$ cat config.mk
export PLATFORM = sky130hd
export DESIGN_NAME = cmd_frame_splitter
export DESIGN_NICKNAME = d
export VERILOG_FILES = /design/src/rtl/cmd_frame_pkg.sv /design/src/rtl/frame_buf.sv /design/src/rtl/cmd_frame_splitter.sv
export SDC_FILE = /design/constraint.sdc
export NUM_CORES = 2
export LEC_CHECK = 0
export BUFFER_PORTS_ARGS = -buffer_cell sky130_fd_sc_hd__buf_2
export CORE_MARGIN = 2
export CORE_UTILIZATION = 50
export CTS_CLUSTER_DIAMETER = 30
export DETAILED_ROUTE_END_ITERATION = 7
export GPL_TIMING_DRIVEN = 0
export PLACE_DENSITY_LB_ADDON = 0.3
export SLEW_MARGIN = 30
export SYNTH_ARGS = -nofsm -noshare
export SYNTH_HDL_FRONTEND = slang
export SYNTH_SLANG_ARGS = --single-unit
$ cat constraint.sdc
create_clock -name clk -period 9.1 [get_ports clk]
set_input_delay 0.91 -clock clk [delete_from_list [all_inputs] [get_ports clk]]
set_output_delay 0.91 -clock clk [all_outputs]
set_load 0.1 [all_outputs]
$ cat src/rtl/cmd_frame_pkg.sv
// cmd_frame_pkg: shared state encoding, default header bytes and pointer sizing
package cmd_frame_pkg;
  typedef enum logic [2:0] {IDLE, HUNT, BODY, PEND, PEND2} state_t;
  localparam logic [7:0] DEF_HEAD = 8'hEB;
  localparam logic [7:0] DEF_FLAG = 8'h90;
  function automatic int ptr_w(input int aw);
    return aw + 1;
  endfunction
endpackage

$ cat src/rtl/frame_buf.sv
// frame_buf: frame buffer with write/commit/read pointers, last-byte flags and registered fwft output
module frame_buf
  import cmd_frame_pkg::*;
#(
  parameter int DW = 8,
  parameter int AW = 8
) (
  input  logic          clk,
  input  logic          rst_n,
  input  logic          we,
  input  logic [DW-1:0] wdata,
  input  logic          commit,
  input  logic          rewind,
  input  logic          rd_en,
  output logic          valid,
  output logic          last,
  output logic          full,
  output logic [DW-1:0] dout,
  output logic [AW:0]   usedw
);
  localparam int PW = ptr_w(AW);
  logic [DW-1:0] mem [2**AW];
  logic [2**AW-1:0] lastf;
  logic [PW-1:0] wr, cp, rd, wr_nx, rd_nx;
  logic [AW-1:0] lidx;
  assign valid = rd != cp;
  assign last = valid & lastf[rd[AW-1:0]];
  assign full = (wr ^ rd) == {1'b1, {AW{1'b0}}};
  assign usedw = wr - rd;
  assign wr_nx = wr + PW'(we);
  assign rd_nx = rd + PW'(valid & rd_en);
  assign lidx = wr_nx[AW-1:0] - AW'(1);
  always_ff @(posedge clk)
    if (we) mem[wr[AW-1:0]] <= wdata;
  always_ff @(posedge clk or negedge rst_n)
    if (!rst_n) begin
      wr <= '0;
      cp <= '0;
      rd <= '0;
      lastf <= '0;
      dout <= '0;
    end else begin
      wr <= rewind ? cp : wr_nx;
      rd <= rd_nx;
      dout <= (we && wr[AW-1:0] == rd_nx[AW-1:0]) ? wdata : mem[rd_nx[AW-1:0]];
      if (we) lastf[wr[AW-1:0]] <= 1'b0;
      if (commit) begin
        cp <= wr_nx;
        lastf[lidx] <= 1'b1;
      end
    end
endmodule

$ cat src/rtl/cmd_frame_splitter.sv
// cmd_frame_splitter: extracts header-delimited command frames from a byte stream and releases whole frames
module cmd_frame_splitter
  import cmd_frame_pkg::*;
#(
  parameter int            DW      = 8,
  parameter logic [DW-1:0] HEAD    = DW'(DEF_HEAD),
  parameter logic [DW-1:0] FLAG    = DW'(DEF_FLAG),
  parameter int            AW      = 8,
  parameter int            MAX_LEN = 256,
  parameter int            TIMEOUT = 12000
) (
  input  logic          clk,
  input  logic          rst_n,
  input  logic          wen,
  input  logic [DW-1:0] din,
  input  logic          ready,
  output logic          valid,
  output logic [DW-1:0] dout,
  output logic          cmdend,
  output logic          drop,
  output logic [AW:0]   usedw
);
  localparam int LW = $clog2(MAX_LEN + 1);
  localparam int TW = $clog2(TIMEOUT + 1);
  state_t state, state_nx;
  logic [LW-1:0] len, len_nx;
  logic [TW-1:0] tcnt;
  logic [DW-1:0] hold, hold_nx, wdata;
  logic we, wr_req, commit, rewind, full, tout, counting;
  assign counting = state inside {HUNT, BODY, PEND};
  assign tout = counting && !wen && tcnt == TW'(TIMEOUT - 1);
  always_ff @(posedge clk or negedge rst_n)
    if (!rst_n) begin
      state <= IDLE;
      len <= '0;
      hold <= '0;
      tcnt <= '0;
      drop <= 1'b0;
    end else begin
      state <= state_nx;
      len <= len_nx;
      hold <= hold_nx;
      drop <= rewind;
      tcnt <= (wen || !counting || tout) ? '0 : tcnt + TW'(1);
    end
  always_comb begin
    state_nx = state;
    len_nx = len;
    hold_nx = hold;
    wr_req = 1'b0;
    wdata = HEAD;
    commit = 1'b0;
    case (state)
      IDLE: if (wen && din == HEAD) state_nx = HUNT;
      HUNT:
        if (wen) begin
          state_nx = din == FLAG ? BODY : din == HEAD ? HUNT : IDLE;
          len_nx = '0;
        end else if (tout) state_nx = IDLE;
      BODY:
        if (wen) begin
          state_nx = din == HEAD ? PEND : BODY;
          wr_req = din != HEAD;
          wdata = din;
        end else if (tout) begin
          commit = len != '0;
          state_nx = IDLE;
        end
      PEND:
        if (wen) begin
          state_nx = din == FLAG ? BODY : din == HEAD ? PEND : PEND2;
          commit = din == FLAG && len != '0;
          wr_req = din != FLAG;
          hold_nx = din;
          if (din == FLAG) len_nx = '0;
        end else if (tout) begin
          wr_req = 1'b1;
          commit = 1'b1;
          state_nx = IDLE;
        end
      PEND2: begin
        wr_req = 1'b1;
        wdata = hold;
        state_nx = BODY;
      end
      default: state_nx = IDLE;
    endcase
    rewind = wr_req && (full || len == LW'(MAX_LEN));
    we = wr_req && !rewind;
    if (we) len_nx = len + LW'(1);
    if (rewind) begin
      commit = 1'b0;
      state_nx = IDLE;
    end
  end
  frame_buf #(.DW(DW), .AW(AW)) u_buf (
    .clk(clk),
    .rst_n(rst_n),
    .we(we),
    .wdata(wdata),
    .commit(commit),
    .rewind(rewind),
    .rd_en(ready),
    .valid(valid),
    .last(cmdend),
    .full(full),
    .dout(dout),
    .usedw(usedw)
  );
endmodule

## After elaboration in Yosys (flattened, before gate mapping)

Memories as Yosys holds them, arrays and structs flattened. A register that Yosys moved wholly into a read port is not among the register bits.
Cells that the tools add are included.

| storage, ports and cells | value |
|---|---|
| register bits | 318 |
| memory bits (writable) | 2048 |
| word-level logic and storage cells | 104 |
| memories | 1 |

| cells by class | value |
|---|---|
| add/sub/neg operators | 6 |
| $lt $le $gt $ge | 5 |
| equality and inequality tests | 16 |
| muxes and demuxes | 40 |
| bitwise operators | 6 |
| reduce and logical (&&, ||, !) cells | 21 |

Memory list:

| memory | words | width | rd ports | clocked after memory_dff | wr ports | line | RTL |
|---|---|---|---|---|---|---|---|
| u_buf.mem | 256 | 8 | 1 | 1 | 1 | frame_buf.sv:22 | `logic [DW-1:0] mem [2**AW];` |

Operators with widths:

| kind | number |
|---|---|
| $mux 256 | 2 |
| $and 256x256->256 | 1 |
| $not 256->256 | 1 |
| $or 256x256->256 | 1 |
| $mux 9 | 5 |
| $lt 8x9->1 const B | 3 |
| $mux 3 | 8 |
| $eq 9x9->1 const B | 2 |
| $pmux 9 s2 | 1 |
| $demux 1 s8 | 2 |
| $eq 8x8->1 const B | 2 |
| $ge 8x1->1 const B | 2 |
| $ne 8x8->1 const B | 2 |
| $pmux 8 s2 | 1 |
| $pmux 3 s5 | 1 |
| $add 14x1->14 const B | 1 |
| $eq 14x14->1 const B | 1 |
| $mux 1 | 14 |
| $mux 14 | 1 |
| $add 9x1->9 | 1 |
| $add 9x1->9 const B | 1 |
| $add 9x9->9 | 1 |
| $ne 9x9->1 | 1 |
| $reduce_bool 9->1 | 1 |
| other kinds (22) | 38 |

## Longest topological paths before layout

| logic depth | value |
|---|---|
| depth in word-level cells | 18 |
| mapped depth | 22 |
| mapped depth without buffers | 15 |

## Modules after synthesis

Synthesis repeated with hierarchy kept, for this count alone.

| unflattened totals | value |
|---|---|
| cells, all modules | 5273 |
| area total of the unflattened synthesis | 95609.2 µm² |

By module, submodules not included:

| module | instances | cells each | area each (µm²) |
|---|---|---|---|
| frame_buf | 1 | 5060 | 93534.7 |
| cmd_frame_splitter | 1 | 213 | 2074.5 |

## Worst setup path after synthesis

OpenSTA, ideal clock, no wires.

| path | value |
|---|---|
| path type | input port to flip-flop |
| from | input port wen |
| to | memory u_buf.mem[0][4] (data pin) |
| library setup time | 1.395 ns |
| arrival | 7.116 ns |
| slack | 0.589 ns |
| stages | 4 |
| path through | inv_1 nor2_1 a22oi_1 nor2_1 |

| between the ends | value |
|---|---|
| cells in the longest elaborated chain, start to end | 2 |

RTL lines:

| item | line | RTL |
|---|---|---|
| start: declaration | cmd_frame_splitter.sv:14 | `input logic wen,` |
| $mux 8 | cmd_frame_splitter.sv:61 | `if (wen) begin` |
| $pmux 8 s2 | cmd_frame_splitter.sv:53 | `case (state)` |
| named net u_buf.wdata[4] | frame_buf.sv:11 | `input logic [DW-1:0] wdata,` |
| end: declaration | frame_buf.sv:22 |  |

The timed path passes the listed nets, and every way through them passes these cells.

## Final worst setup path

| path | value |
|---|---|
| from | register u_buf.rd[0] |
| to | register u_buf.dout[3] (read register of u_buf.mem) |

| between the ends | value |
|---|---|
| cells in the longest elaborated chain, start to end | 3 |

RTL lines:

| item | line | RTL |
|---|---|---|
| start: declaration | frame_buf.sv:24 | `logic [PW-1:0] wr, cp, rd, wr_nx, rd_nx;` |
| start signal: assignment | frame_buf.sv:44 | `rd <= rd_nx;` |
| $ne 9x9->1 | frame_buf.sv:26 | `assign valid = rd != cp;` |
| $and 1x1->1 | frame_buf.sv:31 | `assign rd_nx = rd + PW'(valid & rd_en);` |
| $add 9x9->9 * | frame_buf.sv:31 |  |
| named net u_buf.rd_nx[1] | frame_buf.sv:24 |  |
| end: declaration | frame_buf.sv:18 | `output logic [DW-1:0] dout,` |

The timed path passes the listed nets; every way through them passes the cells marked *.
A chain may end at the register's enable or synchronous reset.

==> reports/qor.csv <==
metric,value,unit
largest net degree at the start of global routing,99,
Yosys top cell area share,64.2,%
CP Capture Type,flop,
CTS Buffer Depth,4,
pwr dens,399,nW/um^2
total of max-cap violations,0,
TritonCTS clock tree,yes,
Max Clock Freq,107,MHz
LEAKAGE,39.7,nW
Syn Inst Count,5246,
"top cells by area, synth","edfxtp_1, mux4_2, dfrtp_1",
multi-input combinational cell area,24500,sq um
max incr delay on CP,0.87,ns
fraction of final layout cells with drive strength greater than 1,28.3,%
Clk pwr share,35.0,%
post-DP HPWL,235000,um
CP dominant cell by count,buf_2,
Netlist Area Pre-Place,95800,sq um
WL final,358000,um
Post-route DRC,0,
Die X-Extent,442,um
CP required,9.85,ns
DP Worst Slack,0.0355,ns
initial core utilization,50.4,%
FF-to-FF End,u_buf.dout[3],
Hold WC Path Type,input port to flop,
unrepaired setup endpoints after global routing,no,
Vias,60700,
average wire per standard cell,41.0,um
Clock Root Buffer,clkbuf_16,
ys async rst share,13.7,%
CTS buffer count,446,
Fin. Hold Viols,0,
Filler cells,13100,
worst vdd ir,0.460,mV
register area,69700,sq um
worst reg2reg startpoint,u_buf.rd[0],
"commonest non-fill, non-tap cell in the layout",edfxtp_1,
R2R setup slack,-0.21,ns
area grow syn2layout,21.8,%
H-tree levels,5,
CP top delay family,buffers and inverters,
I/O pin count,32,
clock latency on the worst-skew pair,1.01,ns
core box area,190000,sq um
syn avg cell area,18.3,sq um
Tcrit/Tclk final,102,%
Total Routing Usage GR,36.4,%
vias per cell,6.96,
input/output buffers,31,
Flop pwr share,26.1,%
row count,160,
total clock sinks,2374,
Die Area,195000,sq um
Initial DRC Count,11300,
nets,5849,
post-synthesis sequential area ratio,72.7,%
Setup Skew,0.123,ns
FF-to-FF path depth,21,
final design utilization,61.3,%
Setup CP Type,flop to flop,
Sw Pwr,18.3,mW
initial antenna violation count,19,
Rel. slew slack,21.4,%
share of total power in combinational logic,38.9,%
slowest cell on the critical path,nor4b_1,
critical path launch point,u_buf.rd[0],
most frequent cells in the layout,"edfxtp_1, mux4_2, o21ai_0",
DR pass1 iterations,6,
Max Slew Vio Count,0,
worst hold slack,0.264,ns
Setup-failing EPs final,4,
crit-path max FO,10,
failing checks,negative setup slack,
synth unique cells,89,
fin crit period,9.31,ns
worst path arrival time,10.06,ns
Worst-Margin Slew,1.18,ns
Post-synth EDFFs,2048,
"Top FF cell, synth",edfxtp_1,
CP Cell Sequence,buf_2 -> buf_2 -> buf_4 -> buf_2 -> xor2_1 -> nor3_1 -> nand4_1 -> and2_1 -> ha_1 -> ha_1 -> buf_2 -> buf_2 -> buf_2 -> buf_2 -> buf_16 -> mux4_2 -> a22oi_1 -> a21oi_1 -> o21ai_0 -> nor4b_1 -> o31ai_2,
Int Power,28.2,mW
stages on the worst setup path,21,
Die Span Y,442,um
Worst Slack Setup Final,-0.214,ns
Worst setup endpoint,u_buf.dout[3],
gpl congestion,0.988,
first-pass GRT wire length,481000,um
Yosys top cell by area,edfxtp_1,
clock slew at reported path FFs,0.05,ns
global route overflow,0,
Ys Warns,0,
Routed Antenna Nets,0,
worst path bufs/invs,9,
Syn Nets,5274,
Sw Share,39.4,%
total setup buffers inserted after CTS,0,
#FFs+latches synth,2374,
startpoint types,flop,
status,finished with violations,
number of global-route vias before repair,58400,
[synth_stat cells, types with 15 or more instances]
cell type / count
dfrtp_1: 326
a21oi_1: 66
buf_1: 27
a31oi_1: 19
nand4_1: 29
o221ai_1: 34
a22oi_1: 60
mux4_2: 593
buf_4: 51
and3_1: 17
inv_1: 24
buf_2: 89
nand3_1: 78
o22ai_1: 26
edfxtp_1: 2048
clkbuf_1: 182
xnor2_1: 27
ha_1: 15
xor2_1: 28
nor2_1: 351
mux2i_1: 137
mux2_2: 17
nand2_1: 228
o31ai_1: 16
o21ai_0: 526
nor3_1: 24
nand2b_1: 21
[repair_timing]
| item | 4_1_cts | 5_1_grt |
|---|---|---|
| endpoints found under the hold margin | 58 | 0 |
| endpoints found under the setup margin | 1 | 0 |
| gates resized for setup | 1 | 0 |
| hold buffers | 1 | 0 |
[cells by family (layout without fill, tap and decap cells)]
| kind of cell | Yosys count | in the layout | synth area share (%) |
|---|---|---|---|
| adders and majority gates | 16 | 16 | 0.217 |
| DFF | 2374 | 2374 | 72.7 |
| and+or+nand+nor | 811 | 811 | 3.79 |
| AOI/OAI and AO/OA | 846 | 846 | 5.17 |
| buffers and inverters | 394 | 1328 | 1.96 |
| other | 0 | 20 | 0 |
| xor gates and xnor gates | 58 | 58 | 0.572 |
| muxes | 747 | 747 | 15.6 |
[area by class of cell]
cell class	instances	share of cell area [%]
inverter	32	0.109
clock buffer	527	10.1
tap	2511	2.69
multi-input combinational	2478	21.0
clock inverter	280	2.62
sequential	2374	59.7
antenna	20	0.0429
timing repair buffer	127	2.17
buffer	362	1.60
[per-layer routing]
metal | vias to the layer above | GRT usage [%] | share of wire, %
met5 | - | 1.20 | 0.14
met4 | 17 | 28.5 | 9.3
met1 | 30800 | 44.4 | 32
met2 | 5882 | 51.8 | 43
li1 | 22500 | - | -
met3 | 1460 | 14.2 | 16
[metrics by stage]
stage               power (mW)  setup TNS (ns)  cells  area (sq um)
floorplan                 20.8               0   5246         95800
global placement          28.7        -3442.44   7788         99100
detailed placement        29.3               0   7882        102000
CTS                       45.5               0   8690        117000
global route              46.5               0   8695        117000
finish                    46.6          -0.587   8711        117000
[power by group through the flow]
stage | Sequential, mW | Clock (mW) | Combinational (mW)
after floorplan | 12.5 | 0 | 8.33
after global placement | 12.5 | 0 | 16.2
after detailed placement | 12.3 | 0 | 17.0
after CTS | 12.2 | 16.2 | 17.1
after global routing | 12.2 | 16.7 | 17.6
final | 12.2 | 16.3 | 18.1
[sequential cells by signal, summed over array words and instances (netlist names)]
name / cells
drop: 1
hold: 8
len: 9
state: 3
tcnt: 14
u_buf.cp: 9
u_buf.dout: 8
u_buf.lastf: 256
u_buf.mem: 2048
u_buf.rd: 9
u_buf.wr: 9
[worst min path at each step]
stage | from | endpoint | depth (start not counted)
6_report | din[7] | hold[7] | 2
3_5_place_dp | len[8] | len[8] | 1
4_1_cts | din[7] | hold[7] | 2
5_1_grt | din[6] | hold[6] | 2
2_1_floorplan | tcnt[0] | tcnt[0] | 1
3_3_place_gp | tcnt[0] | tcnt[0] | 1
(Power assumes the default switching activity.)
